==> config.mk <==
export PLATFORM = sky130hd
export DESIGN_NAME = adc_sample_fifo
export DESIGN_NICKNAME = d
export VERILOG_FILES = /design/src/rtl/adc_pkg.sv /design/src/rtl/sample_fifo_mem.sv /design/src/rtl/adc_sample_fifo.sv
export SDC_FILE = /design/constraint.sdc
export NUM_CORES = 1
export LEC_CHECK = 0
export ABC_CLOCK_PERIOD_IN_PS = 3400
export CORE_MARGIN = 1
export CORE_UTILIZATION = 45
export CTS_CLUSTER_SIZE = 20
export DETAILED_ROUTE_END_ITERATION = 7
export GPL_TIMING_DRIVEN = 0
export SLEW_MARGIN = 30
export SYNTH_ARGS = -nofsm -noshare
export SYNTH_HDL_FRONTEND = slang
export SYNTH_SLANG_ARGS = --single-unit
==> constraint.sdc <==
create_clock -name i_sys_clk -period 3.4 [get_ports i_sys_clk]
set_input_delay 0.51 -clock i_sys_clk [delete_from_list [all_inputs] [get_ports i_sys_clk]]
set_output_delay 0.51 -clock i_sys_clk [all_outputs]
set_load 0.01 [all_outputs]
==> src/rtl/adc_pkg.sv <==
// Shared definitions for the ADC sample path: widths, FIFO state encoding
// and a saturating counter helper.
package adc_pkg;

    localparam int ADC_DATA_W = 8;
    localparam int DROP_CNT_W = 8;

    typedef enum logic [1:0] {
        ST_IDLE  = 2'd0,
        ST_PRIME = 2'd1,
        ST_RUN   = 2'd2
    } fifo_state_e;

    function automatic logic [DROP_CNT_W-1:0] sat_inc(input logic [DROP_CNT_W-1:0] v);
        return (v == {DROP_CNT_W{1'b1}}) ? v : v + DROP_CNT_W'(1);
    endfunction

endpackage

==> src/rtl/sample_fifo_mem.sv <==
// Sample storage: register array with a synchronous write port and an
// asynchronous read port, kept separate so it can become an EBR later.
module sample_fifo_mem #(
    parameter int DATA_W = 8,
    parameter int DEPTH  = 16,
    parameter int AW     = $clog2(DEPTH)
) (
    input  logic              i_clk,
    input  logic              i_we,
    input  logic [AW-1:0]     i_waddr,
    input  logic [DATA_W-1:0] i_wdata,
    input  logic [AW-1:0]     i_raddr,
    output logic [DATA_W-1:0] o_rdata
);

    logic [DATA_W-1:0] r_mem [DEPTH];

    always_ff @(posedge i_clk) begin
        if (i_we) r_mem[i_waddr] <= i_wdata;
    end

    assign o_rdata = r_mem[i_raddr];

endmodule

==> src/rtl/adc_sample_fifo.sv <==
// Elastic buffer behind the serial ADC interface: drops the first DISCARD
// strobes after enable, buffers samples first-word fall-through, and keeps
// a sticky overflow flag plus a saturating drop count for the debug LEDs.
//
// state    | meaning
// ST_IDLE  | disabled; pointers and level held at 0, writes ignored
// ST_PRIME | counting off misaligned samples after enable; nothing stored
// ST_RUN   | normal capture and handshake
module adc_sample_fifo
    import adc_pkg::*;
#(
    parameter int DATA_W    = ADC_DATA_W,
    parameter int DEPTH     = 16,
    parameter int AFULL_LVL = 12,
    parameter int DISCARD   = 4,
    localparam int AW       = $clog2(DEPTH)
) (
    input  logic                  i_sys_clk,
    input  logic                  i_rst_n,
    input  logic                  i_en,
    input  logic                  i_wr_valid,
    input  logic [DATA_W-1:0]     i_wr_data,
    output logic [DATA_W-1:0]     o_rd_data,
    output logic                  o_rd_valid,
    input  logic                  i_rd_ready,
    output logic [AW:0]           o_level,
    output logic                  o_almost_full,
    output logic                  o_overflow,
    output logic [DROP_CNT_W-1:0] o_drop_cnt,
    input  logic                  i_clr
);

    localparam logic [AW:0] LVL_FULL  = (AW+1)'(DEPTH);
    localparam logic [AW:0] LVL_AFULL = (AW+1)'(AFULL_LVL);

    fifo_state_e           r_state;
    logic [7:0]            r_disc_cnt;
    logic [AW-1:0]         r_wptr;
    logic [AW-1:0]         r_rptr;
    logic [AW:0]           r_level;
    logic                  r_afull;
    logic                  r_overflow;
    logic [DROP_CNT_W-1:0] r_drop_cnt;

    logic                  w_run;
    logic                  w_full;
    logic                  w_pop;
    logic                  w_push;
    logic                  w_drop;
    logic [AW:0]           w_level_nxt;

    assign w_run  = (r_state == ST_RUN) && i_en;
    assign w_full = (r_level == LVL_FULL);
    assign w_pop  = (r_level != '0) && i_rd_ready;
    assign w_push = w_run && i_wr_valid && (!w_full || w_pop);
    assign w_drop = w_run && i_wr_valid && w_full && !w_pop;

    always_comb begin
        w_level_nxt = r_level;
        if (w_push && !w_pop)      w_level_nxt = r_level + (AW+1)'(1);
        else if (!w_push && w_pop) w_level_nxt = r_level - (AW+1)'(1);
    end

    always_ff @(posedge i_sys_clk or negedge i_rst_n) begin
        if (!i_rst_n) begin
            r_state    <= ST_IDLE;
            r_disc_cnt <= '0;
            r_wptr     <= '0;
            r_rptr     <= '0;
            r_level    <= '0;
            r_afull    <= 1'b0;
            r_overflow <= 1'b0;
            r_drop_cnt <= '0;
        end else begin
            // Drop bookkeeping is independent of the flush; a drop beats clr.
            if (w_drop) begin
                r_overflow <= 1'b1;
                r_drop_cnt <= i_clr ? DROP_CNT_W'(1) : sat_inc(r_drop_cnt);
            end else if (i_clr) begin
                r_overflow <= 1'b0;
                r_drop_cnt <= '0;
            end

            case (r_state)
                ST_IDLE: begin
                    if (i_en) begin
                        r_disc_cnt <= 8'(DISCARD);
                        r_state    <= (DISCARD == 0) ? ST_RUN : ST_PRIME;
                    end
                end
                ST_PRIME, ST_RUN: begin
                    if (!i_en) begin
                        r_state <= ST_IDLE;
                        r_wptr  <= '0;
                        r_rptr  <= '0;
                        r_level <= '0;
                        r_afull <= 1'b0;
                    end else if (r_state == ST_PRIME) begin
                        if (i_wr_valid) begin
                            r_disc_cnt <= r_disc_cnt - 8'd1;
                            if (r_disc_cnt == 8'd1) r_state <= ST_RUN;
                        end
                    end else begin
                        if (w_push) r_wptr <= r_wptr + AW'(1);
                        if (w_pop)  r_rptr <= r_rptr + AW'(1);
                        r_level <= w_level_nxt;
                        r_afull <= (w_level_nxt >= LVL_AFULL);
                    end
                end
                default: r_state <= ST_IDLE;
            endcase
        end
    end

    sample_fifo_mem #(
        .DATA_W (DATA_W),
        .DEPTH  (DEPTH),
        .AW     (AW)
    ) u_mem (
        .i_clk   (i_sys_clk),
        .i_we    (w_push),
        .i_waddr (r_wptr),
        .i_wdata (i_wr_data),
        .i_raddr (r_rptr),
        .o_rdata (o_rd_data)
    );

    assign o_rd_valid    = (r_level != '0);
    assign o_level       = r_level;
    assign o_almost_full = r_afull;
    assign o_overflow    = r_overflow;
    assign o_drop_cnt    = r_drop_cnt;

endmodule
### Word level (Yosys, flattened, before mapping)

Memory sizes are Yosys's and may differ from the RTL's.
Cells that the tools add are included.

* flip-flop bits (word level): 33
* RAM bits: 128
* input bits: 14
* output and inout bits: 24
* memories kept: 1

* add/sub/neg operators: 6
* order comparisons: 1
* equality and inequality tests: 16
* muxes and demuxes: 31
* reductions and logical operators: 23

Memory list
* u_mem.r_mem: words 16, width 8, rd ports 1, clocked after memory_dff 0, wr ports 1, line sample_fifo_mem.sv:16 `logic [DATA_W-1:0] r_mem [DEPTH];`

Operators by type and width (count)
* $mux W8: 8
* $mux W4: 6
* $mux W5: 4
* $pmux W8 S2: 1
* $ne A2 B2 Y1 const B: 6
* $mux W2: 5
* $ne A3 B3 Y1 const B: 3
* $add A4 B1 Y4 const B: 2
* $add A8 B1 Y8 const B: 1
* $eq A8 B1 Y1 const B: 1
* $eq A8 B8 Y1 const B: 1
* $logic_and A1 B1 Y1: 8
* $sub A8 B1 Y8 const B: 1
* $mux W1: 6
* $reduce_and A3 Y1: 2
* $add A5 B1 Y5 const B: 1
* $eq A5 B5 Y1 const B: 1
* $ge A5 B4 Y1 const B: 1
* $reduce_and A5 Y1: 1
* $reduce_bool A5 Y1: 1
* $sub A5 B1 Y5 const B: 1
* $ne A2 B1 Y1 const B: 2
* $pmux W2 S2: 1
* $reduce_and A2 Y1: 2
* 8 further kinds: 11

### Depth between registers and ports, before layout

* word-level depth: 11
* gate-level depth with buffers: 8
* depth with buffers taken out: 8

### By module

Synthesis repeated with hierarchy kept, for this count alone.

* cells, all modules: 442
* area, all modules: 7021.7 sq um

By module, submodules not included
* sample_fifo_mem: times used 1, cells each 221, area each 4987.3 sq um, sequential area each 3843.7 sq um
* adc_sample_fifo: times used 1, cells each 221, area each 2034.5 sq um, sequential area each 825.8 sq um

### Least setup slack after synthesis

OpenSTA, ideal clock, no wires.

* path kind: register to register
* start point: register r_level[0] (netlist: o_level[0])
* end point: memory u_mem.r_mem[3][0], enable pin
* setup time: 0.395 ns
* data arrival time: 2.033 ns
* required time: 3.005 ns
* slack: 0.973 ns
* stages on the path, launching flop included: 7
* buffers on the path: 1
* path through: dfrtp_1 -> inv_1 -> ha_1 -> or3b_4 -> o21ai_1 -> buf_2 -> nor4_1

* cells in the longest elaborated chain, start to end: 6
* elaborated cells between the ends (all ways): 8
* those cells by class: 1 x eq/ne; 2 x mux; 5 x reduce/logical

Ends and longest elaborated chain
* from (decl): line adc_sample_fifo.sv:40 `logic [AW:0] r_level;`
* from (signal assigned): line adc_sample_fifo.sv:106 `r_level <= w_level_nxt;`
* $eq A5 B5 Y1 / $reduce_bool A5 Y1 (equally long branches): line adc_sample_fifo.sv:53, adc_sample_fifo.sv:54
* $logic_not A1 Y1 / $logic_and A1 B1 Y1 (equally long branches): line adc_sample_fifo.sv:55, adc_sample_fifo.sv:54
* $logic_or A1 B1 Y1 (*): line adc_sample_fifo.sv:55 `assign w_push = w_run && i_wr_valid && (!w_full || w_pop);`
* $logic_and A1 B1 Y1 (*): line adc_sample_fifo.sv:55
* $mux W1 (*): line sample_fifo_mem.sv:19 `if (i_we) r_mem[i_waddr] <= i_wdata;`
* $mux W1 (not written as such) (*): line sample_fifo_mem.sv:19
* to (decl): line sample_fifo_mem.sv:16

Mark *: on every way between the ends. The rest lies on a longest branch, timed or not.

### Worst setup path in the final report

* start point: register r_rptr[0]
* end point: output o_rd_data[3]

* cells in the longest elaborated chain, start to end: 1

Ends and longest elaborated chain
* from (decl): line adc_sample_fifo.sv:39 `logic [AW-1:0] r_rptr;`
* from (signal assigned): line adc_sample_fifo.sv:105 `if (w_pop) r_rptr <= r_rptr + AW'(1);`
* $mem_v2 Z16 W8
* to (decl): line adc_sample_fifo.sv:23 `output logic [DATA_W-1:0] o_rd_data,`

Every way passes these cells.

==> impl_metrics.env <==
export IMPL_final_common_cell="edfxtp_1"
export IMPL_clock_fmax_mhz=309
export IMPL_power_density_nw_per_um2=720
export IMPL_synth_edf_count=128
export IMPL_viasPerCell=5.62
export IMPL_ys_ff_latch=161
export IMPL_num_vias=3872
export IMPL_final_core_util_pct=54.7
export IMPL_dp_hpwl_um=9770
export IMPL_ios=38
export IMPL_hold_class="primary input to async pin"
export IMPL_drtIter0Drc=353
export IMPL_core_region_area_um2=15100
export IMPL_syn_cell_area_um2=6940
export IMPL_cts_root_buf="clkbuf_16"
export IMPL_status="finished, final reports clean"
export IMPL_grt_pass1_wl_um=22800
export IMPL_syn2layout_area_growth_pct=19.5
export IMPL_p_clk_share_pct=34.0
export IMPL_cts_setup_buffers=0
export IMPL_cp_end_kind="output port"
export IMPL_hold_viol_final=0
export IMPL_leakage_nw=2.87
export IMPL_drt_wl_total_um=14600
export IMPL_seqPwrFrac_pct=38.7
export IMPL_rows=45
export IMPL_combPwrFrac_pct=27.3
export IMPL_finalMaxSlewViolations=0
export IMPL_dp_cells=657
export IMPL_fin_nets=515
export IMPL_crit_path_start_kind="register"
export IMPL_p_int_mw=4.34
export IMPL_critPathArrivalTime_ps=2720
export IMPL_grt_antenna_before_repair=0
export IMPL_grt_usage_pct=19.8
export IMPL_fin_worst_skew_ps=12.6
export IMPL_grt_overflow_total=0
export IMPL_dr_pass1_iters=5
export IMPL_grt_max_degree=25
export IMPL_netlist_instances=424
export IMPL_min_period_ps=3230
export IMPL_yosysWarnings=0
export IMPL_dieHeight_um=126
export IMPL_path_max_fanout=10
export IMPL_worst_setup_path_type="register to output port"
export IMPL_synth_nets=451
export IMPL_cts_max_path_buffers=2
export IMPL_max_cap_violations=0
export IMPL_layoutNonFillerInstCount=689
export IMPL_cts_tree="yes"
export IMPL_final_period_utilization_pct=95.1
export IMPL_switching_power_mw=1.63
export IMPL_syn_avg_cell_area_um2=16.4
export IMPL_fp_dieArea_um2=15900
export IMPL_async_reset_ff_share_pct=20.5
export IMPL_gp_congestion=0.846
export IMPL_setup_viol=0
export IMPL_clkSinkCount=161
export IMPL_drcViolationCount=0
export IMPL_drive_gt1_share_pct=19.8
export IMPL_nFillCells=1210
export IMPL_port_buffers=36
export IMPL_max_slew_margin_pct=37.1
export IMPL_synth_cell_type_count=53
export IMPL_peakVddDrop_mv=0.438
export IMPL_cts_max_level=4
export IMPL_synth_flop_cell="edfxtp_1"
export IMPL_ant_nets=0
export IMPL_numCtsBuffers=17
export IMPL_clkTransAtPathRegs_ps=70
export IMPL_grt_pass1_vias=3998
export IMPL_clk_insertion_delay_late_ps=430
export IMPL_ys_seq_area_share_pct=67.3
export IMPL_dieWidth_um=126
export IMPL_initial_core_util_pct=45.8
export IMPL_cp_required_ps=2890
export IMPL_rsz0062_at_grt="no"
export IMPL_switching_share_pct=27.3
export IMPL_final_cell_mix="edfxtp_1, mux4_2, clkdlybuf4s50_1"
export IMPL_wl_per_cell_um=21.2
export IMPL_diodes=0
export IMPL_tightestPinTransition_ps=939
-- worst max-delay path, stage by stage (launching register included) --
cell and delay (ps):
dfrtp_1 360, buf_6 190, buf_6 220, mux4_2 510, mux4_2 520, clkdlybuf4s50_1 500
-- sequential cells by signal, indices dropped and copies added (netlist names) --
name and count:
r_rptr 4, u_mem.r_mem 128, o_level 5, o_almost_full 1
r_disc_cnt 8, r_wptr 4, r_state 2, o_overflow 1
o_drop_cnt 8
-- per-stage QoR --
stage	power [mW]	cell area, µm²	hold slack (ps)	setup WS [ps]	TNS [ps]
finish	5.97	8290	473	166	0
detailed placement	3.97	7610	396	21.3	0
CTS	6.01	8270	470	26.3	0
global placement	3.92	7530	520	-584	-17710
global route	6.24	8290	501	36.8	0
floorplan	3.41	6940	214	973	0
-- synthesized netlist by cell type (5+ instances only) --
cell type  instances  share of area, %
a21oi_1           10              0.72
a22o_1             5              0.63
and2_1             9              0.81
buf_2              6              0.43
clkbuf_1           8              0.43
dfrtp_1           33                12
edfxtp_1         128                55
ha_1              13               2.3
inv_1             22               1.2
mux4_2            40                13
nand2_1           17              0.92
nand3_1           10              0.72
nor2_1            22               1.2
nor3_1             5              0.36
nor4_1             6              0.54
o21ai_0            8              0.58
o21ai_1            7              0.50
or3_1              8              0.72
xnor2_1            5              0.63
-- layer usage --
metal | global-route usage, % | vias up | share of wire (%)
li1 | - | 1797 | -
met4 | 7.51 | 0 | 1.5
met1 | 27.0 | 1957 | 46
met2 | 31.6 | 103 | 48
met3 | 3.87 | 15 | 4.9
met5 | 0 | - | 0
-- layout make-up --
cell class / count / area (µm²) / area share, %
flip-flops and latches: 161 / 4670 / 56.3
clock buffers: 20 / 437 / 5.27
well taps: 188 / 235 / 2.84
inverters: 23 / 86.3 / 1.04
plain buffers: 19 / 130 / 1.57
repair buffers: 46 / 425 / 5.13
multi-input cells: 220 / 2120 / 25.6
clock inverters: 12 / 188 / 2.26
-- kinds of logic (layout without fill, tap and decap cells) --
| group | after synthesis | count (layout) | synth area share, % |
|---|---|---|---|
| flip-flops | 161 | 161 | 67.3 |
| AND/OR/NAND/NOR | 101 | 101 | 7.79 |
| AO/OA/AOI/OAI | 54 | 54 | 5.37 |
| multiplexers | 43 | 43 | 13.4 |
| buffers and inverters | 43 | 120 | 2.65 |
| adder cells (fa/ha/maj) | 13 | 13 | 2.34 |
| XOR/XNOR | 9 | 9 | 1.14 |
-- what timing repair did --
action | in CTS | in global routing
endpoints found under the hold margin | 9 | 0
endpoints found under the setup margin | 8 | 2
resized for setup | 10 | 5
hold buffers | 1 | 0
-- power groups by stage --
stage	clock, mW	combinational, mW	sequential (mW)
after global routing	2.13	1.77	2.33
after global placement	0	1.60	2.32
after floorplan	0	1.10	2.32
after CTS	2.06	1.64	2.31
after detailed placement	0	1.64	2.33
final	2.03	1.63	2.31
-- path summary, 6_finish.rpt --
check / startpoint / to / slack (ps) / cells past startpoint
min: i_rst_n / r_disc_cnt[6]$_DFFE_PN0P_ / 470 / 2
max: r_rptr[0]$_DFFE_PN0P_ / o_rd_data[3] / 170 / 5
min in group i_sys_clk: i_clr / o_drop_cnt[7]$_DFFE_PN0P_ / 480 / 2
max in group asynchronous: i_rst_n / o_drop_cnt[5]$_DFFE_PN0P_ / 2490 / 3
max reg2reg: r_state[0]$_DFFE_PN0P_ / u_mem.r_mem[15][7]$_DFFE_PP_ / 710 / 6
min reg2reg: o_overflow$_DFFE_PN0P_ / o_overflow$_DFFE_PN0P_ / 530 / 2
No activity file was read; power rests on OpenSTA's default activity.
